### src/rtl/cpu_cmd_sequencer_pkg.sv
// Shared command encodings and types for the CPU command sequencer.
// Optional RAW gap feature is controlled by CPU_CMD_SEQ_HAZARD_EN.
package cpu_cmd_sequencer_pkg;

  localparam int CMD_W = 13;

  localparam logic [1:0] OP_LOAD  = 2'b00;
  localparam logic [1:0] OP_STORE = 2'b01;
  localparam logic [1:0] OP_ADD   = 2'b10;
  localparam logic [1:0] OP_SUB   = 2'b11;

  // Packed layout: [12:11]=op, [10:9]=reg, [8:0]=addr
  typedef struct packed {
    logic [1:0] op;
    logic [1:0] rnum;
    logic [8:0] addr;
  } cmd_t;

  typedef enum logic [1:0] {
    ST_IDLE  = 2'b00,
    ST_ISSUE = 2'b01
`ifdef CPU_CMD_SEQ_HAZARD_EN
    , ST_GAP = 2'b10
`endif
  } seq_state_e;

  function automatic logic raw_hazard(input logic [1:0] prev_op,
                                      input logic [1:0] prev_reg,
                                      input cmd_t       nxt);
    return (prev_op == OP_LOAD) && (nxt.op == OP_STORE) && (nxt.rnum == prev_reg);
  endfunction

endpackage

### src/rtl/cpu_cmd_sequencer_fifo.sv
// Synchronous FIFO holding pending commands; reports occupancy, full and empty.
module cpu_cmd_sequencer_fifo #(
  parameter int DEPTH = 4,
  parameter int WIDTH = 13
) (
  input  logic                     clk,
  input  logic                     rst,
  input  logic                     push,
  input  logic [WIDTH-1:0]         wdata,
  input  logic                     pop,
  output logic [WIDTH-1:0]         rdata,
  output logic [$clog2(DEPTH):0]   level,
  output logic                     full,
  output logic                     empty
);

  localparam int AW = $clog2(DEPTH);
  localparam int LW = AW + 1;

  logic [WIDTH-1:0] mem_r [DEPTH];
  logic [AW-1:0]    wr_ptr_r;
  logic [AW-1:0]    rd_ptr_r;
  logic [LW-1:0]    level_r;
  logic             push_s;
  logic             pop_s;

  assign full   = (level_r == LW'(DEPTH));
  assign empty  = (level_r == {LW{1'b0}});
  assign push_s = push && !full;
  assign pop_s  = pop && !empty;
  assign rdata  = mem_r[rd_ptr_r];
  assign level  = level_r;

  // Storage array; contents are don't-care until written
  always_ff @(posedge clk) begin
    if (push_s) mem_r[wr_ptr_r] <= wdata;
  end

  // Pointers and occupancy
  always_ff @(posedge clk or posedge rst) begin
    if (rst) begin
      wr_ptr_r <= {AW{1'b0}};
      rd_ptr_r <= {AW{1'b0}};
      level_r  <= {LW{1'b0}};
    end else begin
      if (push_s) wr_ptr_r <= wr_ptr_r + AW'(1);
      if (pop_s)  rd_ptr_r <= rd_ptr_r + AW'(1);
      case ({push_s, pop_s})
        2'b10:   level_r <= level_r + LW'(1);
        2'b01:   level_r <= level_r - LW'(1);
        default: level_r <= level_r;
      endcase
    end
  end

endmodule

### src/rtl/cpu_cmd_sequencer.sv
// Pops queued commands and drives CPU select/regnumber/madd for HOLD_CYC clocks each.
// Define CPU_CMD_SEQ_HAZARD_EN to insert one gap cycle on load->store to the same reg.
module cpu_cmd_sequencer
  import cpu_cmd_sequencer_pkg::*;
#(
  parameter int         DEPTH    = 4,
  parameter int         HOLD_CYC = 2,
  parameter logic [1:0] IDLE_SEL = 2'b10
) (
  input  logic                   clk,
  input  logic                   rst,
  input  logic                   cmd_valid,
  output logic                   cmd_ready,
  input  logic [CMD_W-1:0]       cmd_data,
  output logic [1:0]             select,
  output logic [1:0]             regnumber,
  output logic [8:0]             madd,
  output logic                   busy,
  output logic                   done,
  output logic [15:0]            issued_count,
  output logic [$clog2(DEPTH):0] fifo_level
);

  localparam int              CNT_W   = (HOLD_CYC > 1) ? $clog2(HOLD_CYC) : 1;
  localparam logic [CNT_W-1:0] HOLD_M1 = CNT_W'(HOLD_CYC - 1);

  seq_state_e       state_r, state_nxt_s;
  logic [CNT_W-1:0] cnt_r, cnt_nxt_s;
  logic             pop_s;
  logic             fifo_full_s, fifo_empty_s;
  logic [CMD_W-1:0] head_bits_s;
  cmd_t             head_s;
  logic             cnt_zero_s;
  logic [1:0]       select_r, sel_nxt_s;
  logic [1:0]       regnumber_r, reg_nxt_s;
  logic [8:0]       madd_r, madd_nxt_s;
  logic             done_r, done_nxt_s;
  logic [15:0]      issued_count_r;
`ifdef CPU_CMD_SEQ_HAZARD_EN
  logic [1:0]       last_op_r;
  logic             hazard_s;
`endif

  cpu_cmd_sequencer_fifo #(.DEPTH(DEPTH), .WIDTH(CMD_W)) u_fifo (
    .clk   (clk),
    .rst   (rst),
    .push  (cmd_valid && cmd_ready),
    .wdata (cmd_data),
    .pop   (pop_s),
    .rdata (head_bits_s),
    .level (fifo_level),
    .full  (fifo_full_s),
    .empty (fifo_empty_s)
  );

  assign head_s       = cmd_t'(head_bits_s);
  assign cnt_zero_s   = (cnt_r == {CNT_W{1'b0}});
  assign cmd_ready    = !fifo_full_s;
  assign busy         = (state_r != ST_IDLE) || !fifo_empty_s;
  assign select       = select_r;
  assign regnumber    = regnumber_r;
  assign madd         = madd_r;
  assign done         = done_r;
  assign issued_count = issued_count_r;
`ifdef CPU_CMD_SEQ_HAZARD_EN
  assign hazard_s     = raw_hazard(last_op_r, regnumber_r, head_s);
`endif

  // State register plus registered CPU-facing outputs
  always_ff @(posedge clk or posedge rst) begin
    if (rst) begin
      state_r        <= ST_IDLE;
      cnt_r          <= {CNT_W{1'b0}};
      select_r       <= IDLE_SEL;
      regnumber_r    <= 2'b00;
      madd_r         <= 9'd0;
      done_r         <= 1'b0;
      issued_count_r <= 16'd0;
`ifdef CPU_CMD_SEQ_HAZARD_EN
      last_op_r      <= OP_ADD;
`endif
    end else begin
      state_r     <= state_nxt_s;
      cnt_r       <= cnt_nxt_s;
      select_r    <= sel_nxt_s;
      regnumber_r <= reg_nxt_s;
      madd_r      <= madd_nxt_s;
      done_r      <= done_nxt_s;
      if ((state_r == ST_ISSUE) && cnt_zero_s) issued_count_r <= issued_count_r + 16'd1;
`ifdef CPU_CMD_SEQ_HAZARD_EN
      if (pop_s) last_op_r <= head_s.op;
`endif
    end
  end

  // Next-state: pop on entry to ISSUE, chain back-to-back when the queue has work
  always_comb begin
    state_nxt_s = state_r;
    cnt_nxt_s   = cnt_r;
    pop_s       = 1'b0;
    case (state_r)
      ST_IDLE: begin
        if (!fifo_empty_s) begin
          pop_s       = 1'b1;
          state_nxt_s = ST_ISSUE;
          cnt_nxt_s   = HOLD_M1;
        end else begin
          state_nxt_s = ST_IDLE;
        end
      end
      ST_ISSUE: begin
        if (!cnt_zero_s) begin
          cnt_nxt_s = cnt_r - CNT_W'(1);
        end else if (fifo_empty_s) begin
          state_nxt_s = ST_IDLE;
`ifdef CPU_CMD_SEQ_HAZARD_EN
        end else if (hazard_s) begin
          state_nxt_s = ST_GAP;
`endif
        end else begin
          pop_s       = 1'b1;
          state_nxt_s = ST_ISSUE;
          cnt_nxt_s   = HOLD_M1;
        end
      end
`ifdef CPU_CMD_SEQ_HAZARD_EN
      ST_GAP: begin
        if (!fifo_empty_s) begin
          pop_s       = 1'b1;
          state_nxt_s = ST_ISSUE;
          cnt_nxt_s   = HOLD_M1;
        end else begin
          state_nxt_s = ST_IDLE;
        end
      end
`endif
      default: begin
        state_nxt_s = ST_IDLE;
        cnt_nxt_s   = {CNT_W{1'b0}};
      end
    endcase
  end

  // Output next-values: load from head on pop, park select when not issuing
  always_comb begin
    sel_nxt_s  = select_r;
    reg_nxt_s  = regnumber_r;
    madd_nxt_s = madd_r;
    if (pop_s) begin
      sel_nxt_s  = head_s.op;
      reg_nxt_s  = head_s.rnum;
      madd_nxt_s = head_s.addr;
    end else if (state_nxt_s != ST_ISSUE) begin
      sel_nxt_s  = IDLE_SEL;
    end else begin
      sel_nxt_s  = select_r;
    end
    done_nxt_s = (state_nxt_s == ST_ISSUE) && (cnt_nxt_s == {CNT_W{1'b0}});
  end

endmodule

### config.mk
export PLATFORM = sky130hd
export DESIGN_NAME = cpu_cmd_sequencer
export DESIGN_NICKNAME = d
export VERILOG_FILES = /design/src/rtl/cpu_cmd_sequencer_pkg.sv /design/src/rtl/cpu_cmd_sequencer_fifo.sv /design/src/rtl/cpu_cmd_sequencer.sv
export SDC_FILE = /design/constraint.sdc
export NUM_CORES = 1
export LEC_CHECK = 0
export CAP_MARGIN = 20
export CORE_MARGIN = 10
export CORE_UTILIZATION = 35
export DETAILED_ROUTE_END_ITERATION = 10
export MAX_ROUTING_LAYER = met4
export PLACE_DENSITY = 0.65
export SYNTH_ARGS = -nofsm -noshare
export SYNTH_HDL_FRONTEND = slang
export SYNTH_SLANG_ARGS = --single-unit
### constraint.sdc
create_clock -name clk -period 2.1 [get_ports clk]
set_input_delay 0.315 -clock clk [delete_from_list [all_inputs] [get_ports clk]]
set_output_delay 0.315 -clock clk [all_outputs]
set_load 0.02 [all_outputs]
Word-level counts from Yosys, hierarchy flattened
Memories as Yosys holds them, arrays and structs flattened.
Index checks and enable logic that the tools add are counted.
{"block": "totals", "ram_bits": 52, "in_bits": 16, "ff_bits": 40, "memories": 1, "out_inout_bits": 35}
{"memory": "u_fifo.mem_r", "depth": 4, "word_bits": 13, "rd": 1, "rd_ports_with_merged_regs": 0, "wr": 1, "line_no": "cpu_cmd_sequencer_fifo.sv:20", "rtl": "logic [WIDTH-1:0] mem_r [DEPTH];"}
{"block": "classes", "reduce_logical": 13, "n_eq_ne": 6, "n_mux": 14, "bitwise_logic": 2, "addsub": 6}
{"operator": "adder 16 x 1 -> 16 bit, second input constant", "count": 1}
{"operator": "two-way mux 1 bit", "count": 7}
{"operator": "== test 2 x 1 -> 1 bit, second input constant", "count": 3}
{"operator": "two-way mux 2 bit", "count": 3}
{"operator": "one-hot mux 3 bit (2 select lines)", "count": 1}
{"operator": "nonzero test 2 bit", "count": 3}
{"operator": "logical AND 1 bit", "count": 5}
{"operator": "adder 2 x 1 -> 2 bit, second input constant", "count": 2}
{"operator": "one-hot mux 1 bit (2 select lines)", "count": 2}
{"operator": "one-hot mux 2 bit (2 select lines)", "count": 1}
{"operator": "adder 3 x 1 -> 3 bit, second input constant", "count": 1}
{"operator": "== test 3 bit, second input constant", "count": 1}
{"operator": "zero test 3 bit", "count": 1}
{"operator": "subtractor 3 x 1 -> 3 bit, second input constant", "count": 1}
{"operator": "== test 2 bit, second input constant", "count": 1}
{"operator": "zero test 1 bit", "count": 2}
{"operator": "zero test 2 bit", "count": 1}
{"operator": "inequality test 2 x 1 -> 1 bit, second input constant", "count": 1}
{"operator": "inverter 1 bit", "count": 2}
{"operator": "logical OR 1 bit", "count": 1}
{"operator": "subtractor 1 bit, second input constant", "count": 1}

Depth between registers and ports, before layout
{"block": "logic_depth", "depth_word": 7, "ltp_mapped": 10, "mapped_depth_nobuf": 10}

Modules after synthesis
A second synthesis with hierarchy kept.
{"block": "hier_totals", "hier_cells": 211, "area_unflattened_um2": 3704.8}
{"module": "cpu_cmd_sequencer_fifo", "area_per_inst_um2": 2338.5, "instances": 1, "cells_per_inst": 106}
{"module": "cpu_cmd_sequencer", "area_per_inst_um2": 1366.3, "instances": 1, "cells_per_inst": 105}

Worst setup path before layout
OpenSTA, ideal clock, no wires.
{"block": "synth_path", "path_type": "reg-to-reg", "startpoint": "register u_fifo.level_r[0], in the netlist u_fifo.level[0]", "endpoint": "register u_fifo.level_r[2], in the netlist u_fifo.level[2]", "setup_time_ns": 0.080, "stages_incl_launch_ff": 11, "arrival_ns": 2.146, "path_slack_ns": -0.126, "n_path_buf": 0, "required_ns": 2.020, "cell_sequence": "dfrtp_1 -> inv_1 -> nand3_1 -> and2_1 -> inv_1 -> ha_1 -> inv_1 -> fa_1 -> xor2_1 -> nor2_1 -> xor2_1"}
{"block": "synth_between", "word_cells_on_any_way": 16}
{"item": "start, declared", "line_no": "cpu_cmd_sequencer_fifo.sv:23", "rtl": "logic [LW-1:0] level_r;"}
{"item": "start signal, assigned", "line_no": "cpu_cmd_sequencer_fifo.sv:44", "rtl": "level_r <= {LW{1'b0}};"}
{"item": "start signal, assigned", "line_no": "cpu_cmd_sequencer_fifo.sv:49", "rtl": "2'b10: level_r <= level_r + LW'(1);"}
{"item": "start signal, assigned", "line_no": "cpu_cmd_sequencer_fifo.sv:50", "rtl": "2'b01: level_r <= level_r - LW'(1);"}
{"item": "== test 3 bit *", "line_no": "cpu_cmd_sequencer_fifo.sv:27", "rtl": "assign full = (level_r == LW'(DEPTH));"}
{"item": "zero test 1 bit *", "line_no": "cpu_cmd_sequencer.sv:58", "rtl": "assign cmd_ready = !fifo_full_s;"}
{"item": "net cmd_ready", "line_no": "cpu_cmd_sequencer.sv:13", "rtl": "output logic cmd_ready,"}
{"item": "logical AND 1 bit", "line_no": "cpu_cmd_sequencer.sv:47", "rtl": ".push (cmd_valid && cmd_ready),"}
{"item": "logical AND 1 bit *", "line_no": "cpu_cmd_sequencer_fifo.sv:29", "rtl": "assign push_s = push && !full;"}
{"item": "== test 2 x 1 -> 1 bit / == test 2 bit (equally long branches)", "line_no": "cpu_cmd_sequencer_fifo.sv:48", "rtl": "case ({push_s, pop_s})"}
{"item": "one-hot mux 3 bit (2 select lines) / nonzero test 2 bit (equally long branches)"}
The timed path passes the listed nets; every way through them passes the cells marked *.
A chain may end at the register's enable or synchronous reset.

Worst setup path in the final report
{"block": "layout_path", "startpoint": "register u_fifo.level_r[2], in the netlist u_fifo.level[2]", "endpoint": "output busy"}
{"block": "layout_between", "elab_chain_cells": 3}
{"item": "zero test 3 bit", "line_no": "cpu_cmd_sequencer_fifo.sv:28", "rtl": "assign empty = (level_r == {LW{1'b0}});"}
{"item": "zero test 1 bit", "line_no": "cpu_cmd_sequencer.sv:59", "rtl": "assign busy = (state_r != ST_IDLE) || !fifo_empty_s;"}
{"item": "logical OR 1 bit", "line_no": "cpu_cmd_sequencer.sv:59"}
{"item": "end, declared", "line_no": "cpu_cmd_sequencer.sv:18", "rtl": "output logic busy,"}
Every way passes these cells.

==> impl_metrics.json <==
{
  "fp.coreArea_um2": 10300,
  "final.setup.worst_slack_ps": 163,
  "synthAdderAreaFrac_pct": 2.59,
  "synth_compound_area_share_pct": 0.885,
  "power_mw": 5.82,
  "grt_pass1_wl_um": 10600,
  "grt_max_degree": 32,
  "cp.required_ps": 1780,
  "cts_buffers": 9,
  "mostFrequentLayoutCells": "52 x edfxtp_1, 49 x clkdlybuf4s50_1, 38 x dfrtp_1, 16 x xnor2_1, 13 x mux4_2",
  "drt_iter0_drc": 115,
  "cts_hold_buf": 0,
  "rsz0062_at_grt": "no",
  "clkLatencyLatePin_ps": 350,
  "status": "finished, final reports clean",
  "p_per_area_nw_per_um2": 1270,
  "synth_cells": 208,
  "irDropWorstVdd_v": 0.000570,
  "synth_xor_area_share_pct": 5.01,
  "dp.final_hpwl_um": 4530,
  "yosysSeqAreaShare_pct": 69.8,
  "ctsResizeCount": 4,
  "grt_use_total_pct": 9.51,
  "cts_tree": "built",
  "synth_edf_count": 52,
  "layout_commonest_cell": "edfxtp_1",
  "synth_area_um2": 3670,
  "critical_path_arrival_ps": 1620,
  "setup_viol": 0,
  "dr.pass1.iters": 4,
  "ys_seq_elements": 92,
  "post_cts_buffers": 0,
  "cts_max_level": 3,
  "drc_errors": 0,
  "row_count": 37,
  "power_leakage_nw": 1.75,
  "path_class": "flop to primary output",
  "synth_top_family_by_area": "multiplexers",
  "crit_family": "simple AND/OR/NAND/NOR gates",
  "synth_top_area_cell": "edfxtp_1",
  "clock-root-buffer": "clkbuf_8",
  "path_cells": "or3_4 > or3_4 > buf_6",
  "ys_warn_count": 0,
  "overflow": 0,
  "io_pins": 51,
  "synthFlopType": "edfxtp_1",
  "synth_simple_gate_area_share_pct": 6.47,
  "viasPerCell": 4.63,
  "area_growth_pct": 24.8,
  "path_max_fanout": 2,
  "drv_slew": 0,
  "antenna_found_initial": 0,
  "cp-end-kind": "primary output",
  "slowest_stage": "dfrtp_2",
  "period_share_pct": 92.2,
  "antenna_cells": 0,
  "postRouteAntennaNets": 0,
  "clk_pin_slew_ps": 90,
  "netlist.area_leader.share_pct": 42.5,
  "die_w_um": 122,
  "die_y_um": 122,
  "wl_per_cell_um": 15.9,
  "max_freq_mhz": 516,
  "cts_num_sinks": 92,
  "setup_tns_ps": 0,
  "gp_congestion": 0.762,
  "ys_types": 34,
  "clock_path_buffers": 2,
  "synth.area.top_cells": "edfxtp_1 42%, dfrtp_1 27%, mux4_2 8.0%, xnor2_1 3.8%, mux2_4 2.5%",
  "fillers": 945,
  "die_area_um2": 15000,
  "maxCapViolCount": 0,
  "synthMuxAreaShare_pct": 12.5,
  "vias": 1936,
  "syn-num-nets": 231,
  "layout-drive-gt1-share_pct": 22.3,
  "path_buf_inv": 1,
  "min_period_ps": 1940,
  "syn_area_per_cell_um2": 17.7,
  "grt_pass1_vias": 1979,
  "final.setup_skew_ps": 12.3,
  "dpl_worst_slack_ps": 31.7,
  "start_util_pct": 35.8,
  "hold_path_class": "input port to asynchronous set/reset pin",
  "critPathMaxStageDelay_ps": 410,
  "tightestPinTransition_ps": 496,
  "crit_path_start_kind": "flop",
  "totalWireLength_um": 6640,
  "nets": 300,
  "numPortBuffers": 50,
  "critPathMostFrequentCell": "or3_4",
  "synthArstFlopShare_pct": 43.5,
  "hold_violations": 0,
  "slew_headroom_pct": 66.6
}
==> metrics by stage <==
step                util (%)  cells  instance area [µm²]  hold WS (ps)
floorplan                  -    208                 3690           414
global placement        42.9    402                 4410           462
detailed placement      42.9    402                 4410           467
CTS                     44.4    418                 4560           257
global route            44.6    418                 4580           284
finish                  44.6    418                 4580           259
==> worst register-to-register path: cells and delay by family, from the launching register on <==
| kind | cells | cell delay, ps |
|---|---|---|
| buffers and inverters | 3 | 260 |
| xor gates and xnor gates | 2 | 270 |
| and+or+nand+nor | 3 | 530 |
| adders and majority gates | 2 | 350 |
| DFF | 1 | 410 |
==> where the power goes <==
| group | switching [mW] | internal [mW] | leakage (nW) |
|---|---|---|---|
| combinational | 1.03 | 1.14 | 0.693 |
| clock | 0.582 | 0.424 | 0.0800 |
| sequential | 0.248 | 2.40 | 0.975 |
| total | 1.86 | 3.96 | 1.75 |
==> final timing paths <==
check                                       startpoint                            to  slack [ps]  cells past startpoint
setup / recovery           u_fifo.level[2]$_DFFE_PP0P_                          busy         160                      3
hold / removal                                     rst  issued_count[10]$_DFFE_PP0P_         260                      2
setup reg to reg           u_fifo.level[2]$_DFFE_PP0P_   u_fifo.level[2]$_DFFE_PP0P_         170                     10
hold reg to reg                  select[1]$_DFFE_PP1P_         select[1]$_DFFE_PP1P_         480                      2
max in group asynchronous                          rst         select[1]$_DFFE_PP1P_        1250                      3
min in group clk                 select[1]$_DFFE_PP1P_         select[1]$_DFFE_PP1P_         480                      2
==> synthesized netlist by cell type (2+ instances only) <==
| cell | n |
|---|---|
| edfxtp_1 | 52 |
| dfrtp_1 | 39 |
| xnor2_1 | 16 |
| mux4_2 | 13 |
| nand2_1 | 11 |
| inv_1 | 8 |
| and3_1 | 7 |
| ha_1 | 6 |
| mux2_2 | 6 |
| mux2_4 | 6 |
| nand3_1 | 5 |
| nand4_1 | 5 |
| nor2_1 | 5 |
| xor2_1 | 5 |
| a21oi_1 | 3 |
| buf_6 | 2 |
| nor3_1 | 2 |
==> registers in the layout (all words and copies together) (netlist names), 3 cells and up <==
signal,flops
madd,9
u_fifo.level,3
u_fifo.mem_r,52
issued_count,16
==> logic make-up (layout without fill, tap and decap cells) <==
logic type | after synthesis | after routing
AOI/OAI and AO/OA | 5 | 5
DFF | 92 | 92
xor gates and xnor gates | 21 | 21
other | 1 | 1
buffers and inverters | 14 | 88
muxes | 26 | 26
and+or+nand+nor | 42 | 42
adders and majority gates | 7 | 7
==> layout make-up <==
cell class,count,area [µm²],area share (%)
clock buffer,11,131,2.87
clock inverter,5,28.8,0.628
inverter,9,36.3,0.791
multi-input combinational,102,1040,22.7
sequential,92,2560,55.9
tap,136,170,3.71
timing repair buffer,63,612,13.3
==> layer usage <==
layer,global-route usage [%],wire [µm],up-vias
met5,-,0,-
met4,2.65,60,0
met3,3.54,423,7
met2,14.8,3180,51
met1,11.4,2980,974
li1,-,-,904
Power figures use the tool's default switching activity.
